===== config.mk =====
export PLATFORM = sky130hd
export DESIGN_NAME = pipelined_add_sub
export DESIGN_NICKNAME = d
export VERILOG_FILES = /design/src/rtl/pipelined_add_sub_pkg.sv /design/src/rtl/add_sub_segment.sv /design/src/rtl/pipelined_add_sub.sv
export SDC_FILE = /design/constraint.sdc
export NUM_CORES = 1
export LEC_CHECK = 0
export CAP_MARGIN = 40
export CORE_MARGIN = 5
export CORE_UTILIZATION = 31
export DETAILED_ROUTE_END_ITERATION = 8
export GPL_TIMING_DRIVEN = 0
export SYNTH_ARGS = -nofsm -noshare
export SYNTH_HDL_FRONTEND = slang
export SYNTH_HIERARCHICAL = 1
export SYNTH_SLANG_ARGS = --single-unit
export TNS_END_PERCENT = 100

===== constraint.sdc =====
create_clock -name clk -period 7.9 [get_ports clk]
set_input_delay 1.58 -clock clk [delete_from_list [all_inputs] [get_ports clk]]
set_output_delay 1.58 -clock clk [all_outputs]
set_load 0.05 [all_outputs]

===== src/rtl/pipelined_add_sub_pkg.sv =====
// rtl/pipelined_add_sub_pkg.sv - shared sizing helpers for the segmented pipelined adder/subtractor
package pipelined_add_sub_pkg;

    localparam int ALU_WIDTH = 32;

    function automatic int seg_count(input int width, input int seg_w);
        return width / seg_w;
    endfunction

    function automatic bit seg_cfg_ok(input int width, input int seg_w);
        return (seg_w >= 1) && (seg_w <= width) && ((width % seg_w) == 0);
    endfunction

endpackage


===== src/rtl/add_sub_segment.sv =====
// rtl/add_sub_segment.sv - combinational SEG_W-bit ripple adder segment built from full-adder cells
module add_sub_segment #(
    parameter int SEG_W = 4
) (
    input  logic [SEG_W-1:0] a,
    input  logic [SEG_W-1:0] b,
    input  logic             cin,
    output logic [SEG_W-1:0] s,
    output logic             cout,
    output logic             c_msb_in
);

    logic [SEG_W:0] c;

    always_comb begin
        c    = '0;
        s    = '0;
        c[0] = cin;
        for (int i = 0; i < SEG_W; i++) begin
            s[i]   = a[i] ^ b[i] ^ c[i];
            c[i+1] = (a[i] & b[i]) | (a[i] & c[i]) | (b[i] & c[i]);
        end
    end

    assign cout     = c[SEG_W];
    assign c_msb_in = c[SEG_W-1];

endmodule


===== src/rtl/pipelined_add_sub.sv =====
// rtl/pipelined_add_sub.sv - pipelined add/sub, one SEG_W-bit ripple segment per stage with valid/ready flow control
module pipelined_add_sub
    import pipelined_add_sub_pkg::*;
#(
    parameter int WIDTH = ALU_WIDTH,
    parameter int SEG_W = 4
) (
    input  logic             clk,
    input  logic             reset,
    input  logic             in_valid,
    output logic             in_ready,
    input  logic [WIDTH-1:0] a,
    input  logic [WIDTH-1:0] b,
    input  logic             sub,
    input  logic             cin,
    output logic             out_valid,
    input  logic             out_ready,
    output logic [WIDTH-1:0] s,
    output logic             cout,
    output logic             ovf,
    output logic             zero
);

    localparam int NUM_SEG = seg_count(WIDTH, SEG_W);

    if (!seg_cfg_ok(WIDTH, SEG_W)) begin : g_cfg_check
        $error("pipelined_add_sub: WIDTH must be a positive multiple of SEG_W");
    end

    logic             adv;
    logic [WIDTH-1:0] b_eff;
    logic             c0;

    logic             out_valid_d, out_valid_q;
    logic [WIDTH-1:0] s_d, s_q;
    logic             cout_d, cout_q;
    logic             ovf_d, ovf_q;
    logic             zero_d, zero_q;

    // The whole pipe moves as one; a stalled output freezes every stage.
    assign adv      = out_ready | ~out_valid_q;
    assign in_ready = adv;
    assign b_eff    = sub ? ~b : b;
    assign c0       = sub ? 1'b1 : cin;

    for (genvar k = 0; k < NUM_SEG; k++) begin : g_stage
        localparam int SRC_W = WIDTH - k * SEG_W;

        logic [SRC_W-1:0]         src_a;
        logic [SRC_W-1:0]         src_b;
        logic                     src_c;
        logic                     src_v;
        logic [SEG_W-1:0]         seg_s;
        logic                     seg_cout;
        logic                     seg_cmsb;
        logic [(k+1)*SEG_W-1:0]   acc;

        if (k == 0) begin : g_src_in
            assign src_a = a;
            assign src_b = b_eff;
            assign src_c = c0;
            assign src_v = in_valid;
            assign acc   = seg_s;
        end else begin : g_src_reg
            assign src_a = g_stage[k-1].g_reg.a_q;
            assign src_b = g_stage[k-1].g_reg.b_q;
            assign src_c = g_stage[k-1].g_reg.carry_q;
            assign src_v = g_stage[k-1].g_reg.valid_q;
            assign acc   = {seg_s, g_stage[k-1].g_reg.res_q};
        end

        add_sub_segment #(
            .SEG_W(SEG_W)
        ) u_seg (
            .a        (src_a[SEG_W-1:0]),
            .b        (src_b[SEG_W-1:0]),
            .cin      (src_c),
            .s        (seg_s),
            .cout     (seg_cout),
            .c_msb_in (seg_cmsb)
        );

        // Only unconsumed operand bits travel forward; the last stage feeds the output flops.
        if (k < NUM_SEG - 1) begin : g_reg
            localparam int REM_W = SRC_W - SEG_W;

            logic                   valid_d, valid_q;
            logic                   carry_d, carry_q;
            logic [REM_W-1:0]       a_d, a_q;
            logic [REM_W-1:0]       b_d, b_q;
            logic [(k+1)*SEG_W-1:0] res_d, res_q;

            always_comb begin
                valid_d = src_v;
                carry_d = seg_cout;
                a_d     = src_a[SRC_W-1:SEG_W];
                b_d     = src_b[SRC_W-1:SEG_W];
                res_d   = acc;
            end

            always_ff @(posedge clk) begin
                if (reset) begin
                    valid_q <= 1'b0;
                end else if (adv) begin
                    valid_q <= valid_d;
                end
                if (adv) begin
                    carry_q <= carry_d;
                    a_q     <= a_d;
                    b_q     <= b_d;
                    res_q   <= res_d;
                end
            end
        end
    end

    always_comb begin
        out_valid_d = g_stage[NUM_SEG-1].src_v;
        s_d         = s_q;
        cout_d      = cout_q;
        ovf_d       = ovf_q;
        zero_d      = zero_q;
        if (g_stage[NUM_SEG-1].src_v) begin
            s_d    = g_stage[NUM_SEG-1].acc;
            cout_d = g_stage[NUM_SEG-1].seg_cout;
            ovf_d  = g_stage[NUM_SEG-1].seg_cmsb ^ g_stage[NUM_SEG-1].seg_cout;
            zero_d = ~|g_stage[NUM_SEG-1].acc;
        end
    end

    always_ff @(posedge clk) begin
        if (reset) begin
            out_valid_q <= 1'b0;
            s_q         <= '0;
            cout_q      <= 1'b0;
            ovf_q       <= 1'b0;
            zero_q      <= 1'b0;
        end else if (adv) begin
            out_valid_q <= out_valid_d;
            s_q         <= s_d;
            cout_q      <= cout_d;
            ovf_q       <= ovf_d;
            zero_q      <= zero_d;
        end
    end

    assign out_valid = out_valid_q;
    assign s         = s_q;
    assign cout      = cout_q;
    assign ovf       = ovf_q;
    assign zero      = zero_q;

endmodule


==> results.tsv, run 1 <==
metric	value	unit
status	complete, no violations	
endpoint_kind	output pin	
timing.fmax	0.177	GHz
synth_xor_area_frac	0.0221	
io_buffer_count	104	
fin_nets	943	
track_usage	0.0841	
num_rows	75	
yosys.area_share.simple	0.0313	
finish.utilization	0.387	
cp_num_buf_inv	5	
antenna_found_initial	0	
min_path_type	reg -> reg	
root_buffer	clkbuf_16	
synthAdderAreaFrac	0.0489	
dp_hpwl	12.3	mm
vdd_drop_max	128	uV
worstMarginPinSlew	0.564	ns
cp_slowest_cell	clkdlybuf4s50_1	
grt_pass1_wl	31.0	mm
crit_top_cell	clkdlybuf4s50_1	
cts_tree	built	
setup_viol	0	
fin_cells	1410	
clk_pin_slew_worst_paths	0.06	ns
cp_max_fo	89	
rsz0062_at_grt	false	
grt_pass1_vias	5820	
drive_gt1_frac	0.0896	
syn2layout_area_growth	23.7	%
synth_cells	690	
holdBufCountCts	0	
die_area	46500	um2
synth.cell_area	13100	um2
total_power	4.63	mW
vias	5481	
synth_fp_nets	792	
clock_latency	0.53	ns
p_leak	5.99	nW
ys_warn_count	6	
path_delay_family	buffers and inverters	
powerDensity	286	nW/um2
muxShareOfSynthArea	0	
critPathRequiredTime	6.32	ns
die_y	216	um
clkSinkCount	386	
slowest_delay	0.91	ns
drc	0	
synth_cell_type_count	24	
wirelength	18.9	mm
finalCriticalPeriod	5.64	ns
final_cell_mix	343 x edfxtp_1, 104 x clkdlybuf4s50_1, 81 x nand2_1, 80 x inv_1, 43 x dfxtp_1	
clockBufferDepth	3	
fin_ws	2.26	ns
finalWeightedCongestion	0.704	
start_util	0.313	
dp.cells	1337	
dp_slack	2.25	ns
insertedDiodeCount	0	
synth-seq-area-share	0.852	
synth_top_family_by_area	adder cells	
h-tree-depth	2	
finalClockSkew	0.0147	ns
vias_per_cell	3.89	
cts_resized	0	
numCtsBuffers	41	
slew_violations	0	
routedWlPerCell	13.4	um
finalSetupTns	0	ns
timing.hold.ws	0.406	ns
post_cts.repair.setup_buffers	0	
grt_start_max_net_pins	106	
mostFrequentLayoutCell	edfxtp_1	
synth_seq_cells	386	
drv_cap	0	
slew_headroom	0.624	
crit_arrival	4.06	ns
fin_area	16200	um2
avgSynthCellArea	19.0	um2
place_area	14900	um2
die_w	216	um
core-area	41900	um2
start_kind	input port	
hold_viol_final	0	
drt_iter0_markers	318	
critical_path_class	in -> out	
ant_nets	0	
crit_chain	clkdlybuf4s50_1, nor2b_1, buf_4, inv_8, buf_16, clkdlybuf4s50_1	
synth_compound_area_frac	0.0168	
nFillCells	3842	
fin_crit_sh	0.714	
drt_pass1_iterations	4	
grt_overflow	0	
io_pins	107	
-- cell type report --
| type | count | area (um2) | share of cell area |
|---|---|---|---|
| Multi-Input combinational cell | 206 | 1560 | 0.0962 |
| Tap cell | 539 | 674 | 0.0416 |
| Buffer | 17 | 81.3 | 0.00502 |
| Sequential cell | 386 | 11200 | 0.688 |
| Clock buffer | 53 | 1090 | 0.0673 |
| Clock inverter | 20 | 203 | 0.0125 |
| Inverter | 81 | 312 | 0.0192 |
| Timing Repair Buffer | 108 | 1130 | 0.0700 |
-- synth_stat cells, drive strengths merged --
master  instances  area [um2]
nor2            3        11.3
nor3            1        5.00
fa             32         641
nand3           1        5.00
nand4           1        6.26
and2            1        6.26
buf            12        62.6
dfxtp          43         861
nor4            6        37.5
or4             2        15.0
a21oi          40         200
a211oi          1        7.51
o31ai           1        12.5
edfxtp        343       10300
nor2b           1        6.26
clkbuf          5        18.8
or2             1        6.26
inv            81         304
xor2           32         280
nand2          81         304
nand3b          1        7.51
xnor2           1        8.76
-- worst register-to-register path: cells and delay by family (launching register included) --
| family | cells | cell delay (ns) |
|---|---|---|
| buffers and inverters | 4 | 0.26 |
| AO/OA/AOI/OAI | 1 | 0.21 |
| flip-flops | 1 | 0.32 |
| AND/OR/NAND/NOR | 3 | 1.05 |
| adder cells (fa/ha/maj) | 4 | 1.32 |
-- routing by layer --
metal / up-vias / global-route usage / wire [um]
li1: 2732 / - / -
met1: 2587 / 0.107 / 8360
met2: 115 / 0.131 / 8810
met3: 47 / 0.0230 / 1000
met4: 0 / 0.0472 / 769
met5: - / 0 / 0
-- sequential cells by signal (all words and copies together), names as in the netlist --
signal	flops
g_stage.g_reg.a_q	112
g_stage.g_reg.b_q	112
g_stage.g_reg.res_q	112
s	32
g_stage.g_reg.carry_q	7
g_stage.g_reg.valid_q	7
cout	1
out_valid	1
ovf	1
zero	1
-- where the power goes --
group	internal (mW)	switching (mW)
Combinational	0.0807	0.0789
Clock	1.08	0.742
Sequential	2.55	0.0977
-- worst paths after layout --
check	slack, ns	end	from	depth (start not counted)
max	2.26	in_ready	out_ready	6
max reg2reg	4.66	zero	g_stage[6].g_reg.a_q[0]	12
min reg2reg	0.41	g_stage[5].g_reg.res_q[18]	g_stage[4].g_reg.res_q[18]	0
min	0.41	g_stage[5].g_reg.res_q[18]	g_stage[4].g_reg.res_q[18]	0
-- cells by family (layout without fill, tap and decap cells) --
logic type               after synthesis  in the layout
flip-flops                           386            386
AND/OR/NAND/NOR                       99             99
buffers and inverters                 98            279
AO/OA/AOI/OAI                         42             42
XOR/XNOR                              33             33
adder cells (fa/ha/maj)               32             32
No activity file was read; power rests on OpenSTA's default activity.
==> run 2: changes to the inputs <==
==> constraint.sdc (replaced) <==
create_clock -name clk -period 5.75 [get_ports clk]
set_input_delay 1.15 -clock clk [delete_from_list [all_inputs] [get_ports clk]]
set_output_delay 1.15 -clock clk [all_outputs]
set_load 0.05 [all_outputs]
==> run 2 against run 1 <==
  * Worst hold slack improved by 0.0066 ns
  * Routed wire length decreased by 0.33%
  * Total power increased by 34%
  * Design area decreased by 0.86%
  * Register-to-register slack got worse by 2.3 ns
  * Critical path type unchanged
  * Critical endpoint unchanged
  * Highest routed layer unchanged
==> results.tsv, run 2 (synthesis results as in run 1) <==
metric	value	unit
min_path_type	reg -> reg	
root_buffer	clkbuf_16	
fin_nets	940	
register_area	11200	um2
die_area	46500	um2
antenna_found_initial	0	
crit_arrival	3.29	ns
insertedDiodeCount	0	
routedWlPerCell	13.4	um
drt_pass1_iterations	4	
vias_per_cell	3.97	
cts_resized	0	
total_power	6.22	mW
drv_cap	0	
r2r_cells	12	
holdBufCountCts	0	
endpoint_kind	output pin	
grt_overflow	0	
hp-start	g_stage[2].g_reg.a_q[11]	
dp_hpwl	11.8	mm
regToRegEndpoint	zero	
die_w	216	um
vdd_drop_max	188	uV
ant_nets	0	
powerDensity	387	nW/um2
drc	0	
start_util	0.313	
whs_endpoint	g_stage[3].g_reg.a_q[7]	
r2r_slack	2.37	ns
die_y	216	um
worstMarginPinSlew	0.953	ns
finalSetupTns	0	ns
hold_viol_final	0	
setup_viol	0	
num_rows	75	
io_pins	107	
vias	5583	
post_cts.repair.setup_buffers	0	
finalWeightedCongestion	0.712	
top_regs	g_stage.g_reg.a_q (112), g_stage.g_reg.b_q (112), g_stage.g_reg.res_q (112)	
clkSinkCount	386	
status	complete, no violations	
fin_ws	1.31	ns
grt_pass1_vias	5897	
dp.cells	1335	
numCtsBuffers	40	
drive_gt1_frac	0.0831	
grt_pass1_wl	30.7	mm
clk_pin_slew_worst_paths	0.06	ns
fin_crit_sh	0.773	
cp_max_fo	146	
dp_slack	1.34	ns
critical_path_class	in -> out	
finalCriticalPeriod	4.44	ns
track_usage	0.0830	
clockBufferDepth	3	
rsz0062_at_grt	false	
r2r-start	g_stage[6].g_reg.a_q[0]	
finalClockSkew	0.00975	ns
cts_tree	built	
nFillCells	3837	
slew_headroom	0.365	
io_buffer_count	104	
min_delay_path_depth	0	
p_leak	5.94	nW
mostFrequentLayoutCell	edfxtp_1	
grt_start_max_net_pins	209	
multi_input_area	1560	um2
h-tree-depth	2	
fin_cells	1405	
critPathRequiredTime	4.60	ns
core-area	41900	um2
final_cell_mix	343 x edfxtp_1, 104 x clkdlybuf4s50_1, 81 x nand2_1, 80 x inv_1, 43 x dfxtp_1	
drt_iter0_markers	344	
timing.fmax	0.225	GHz
wirelength	18.9	mm
syn2layout_area_growth	22.7	%
clock_latency	0.53	ns
start_kind	input port	
slew_violations	0	
run 2: cell count changes in the layout (fill, tap and decap cells not counted), sizes merged:
cell,before,now
clkinv,8,13
clkbuf,58,55
bufinv,3,1
clkinvlp,5,3
buf,15,14
clkdlybuf4s15,1,0
inv,85,84
run 2: worst max-delay path by stage:
stage / endpoint / slack [ns] / depth (start not counted) / start
final: in_ready / 1.31 / 5 / out_ready
after global routing: in_ready / 1.25 / 5 / out_ready
after CTS: in_ready / 1.33 / 5 / out_ready
after detailed placement: in_ready / 1.34 / 5 / out_ready
after global placement: in_ready / -1.49 / 5 / out_ready
after floorplan: zero / 0.92 / 7 / out_ready
run 2: metrics by stage:
step                area [um2]   util  hold slack, ns
finish                   16100  0.384           0.412
detailed placement       14900  0.355           0.405
global route             16100  0.384           0.417
floorplan                13100      -           0.400
global placement         14800  0.354           0.401
CTS                      16100  0.384           0.413
run 2: final cells by class:
type | count | share of cell area
sequential | 386 | 0.694
multi-input combinational | 206 | 0.0971
timing repair buffer | 106 | 0.0668
clock buffer | 50 | 0.0665
tap | 539 | 0.0419
inverter | 81 | 0.0199
clock inverter | 20 | 0.00848
buffer | 17 | 0.00506
run 2: per-layer routing:
| layer | GRT usage | vias up | routed length (um) |
|---|---|---|---|
| li1 | - | 2722 | - |
| met1 | 0.106 | 2703 | 8420 |
| met2 | 0.131 | 120 | 8920 |
| met3 | 0.0230 | 38 | 961 |
| met4 | 0.0399 | 0 | 577 |
| met5 | 0 | - | 0 |
run 2: worst max-delay path, stage by stage:
cell,delay (ns)
clkdlybuf4s50_1,0.45
nor2b_1,0.04
buf_4,0.19
inv_16,0.32
clkdlybuf4s50_1,0.93
run 2: report_power, final:
part / total (mW) / internal [mW] / switching (mW)
clock network: 2.36 / 1.37 / 0.998
logic: 0.220 / 0.111 / 0.109
registers: 3.64 / 3.51 / 0.133
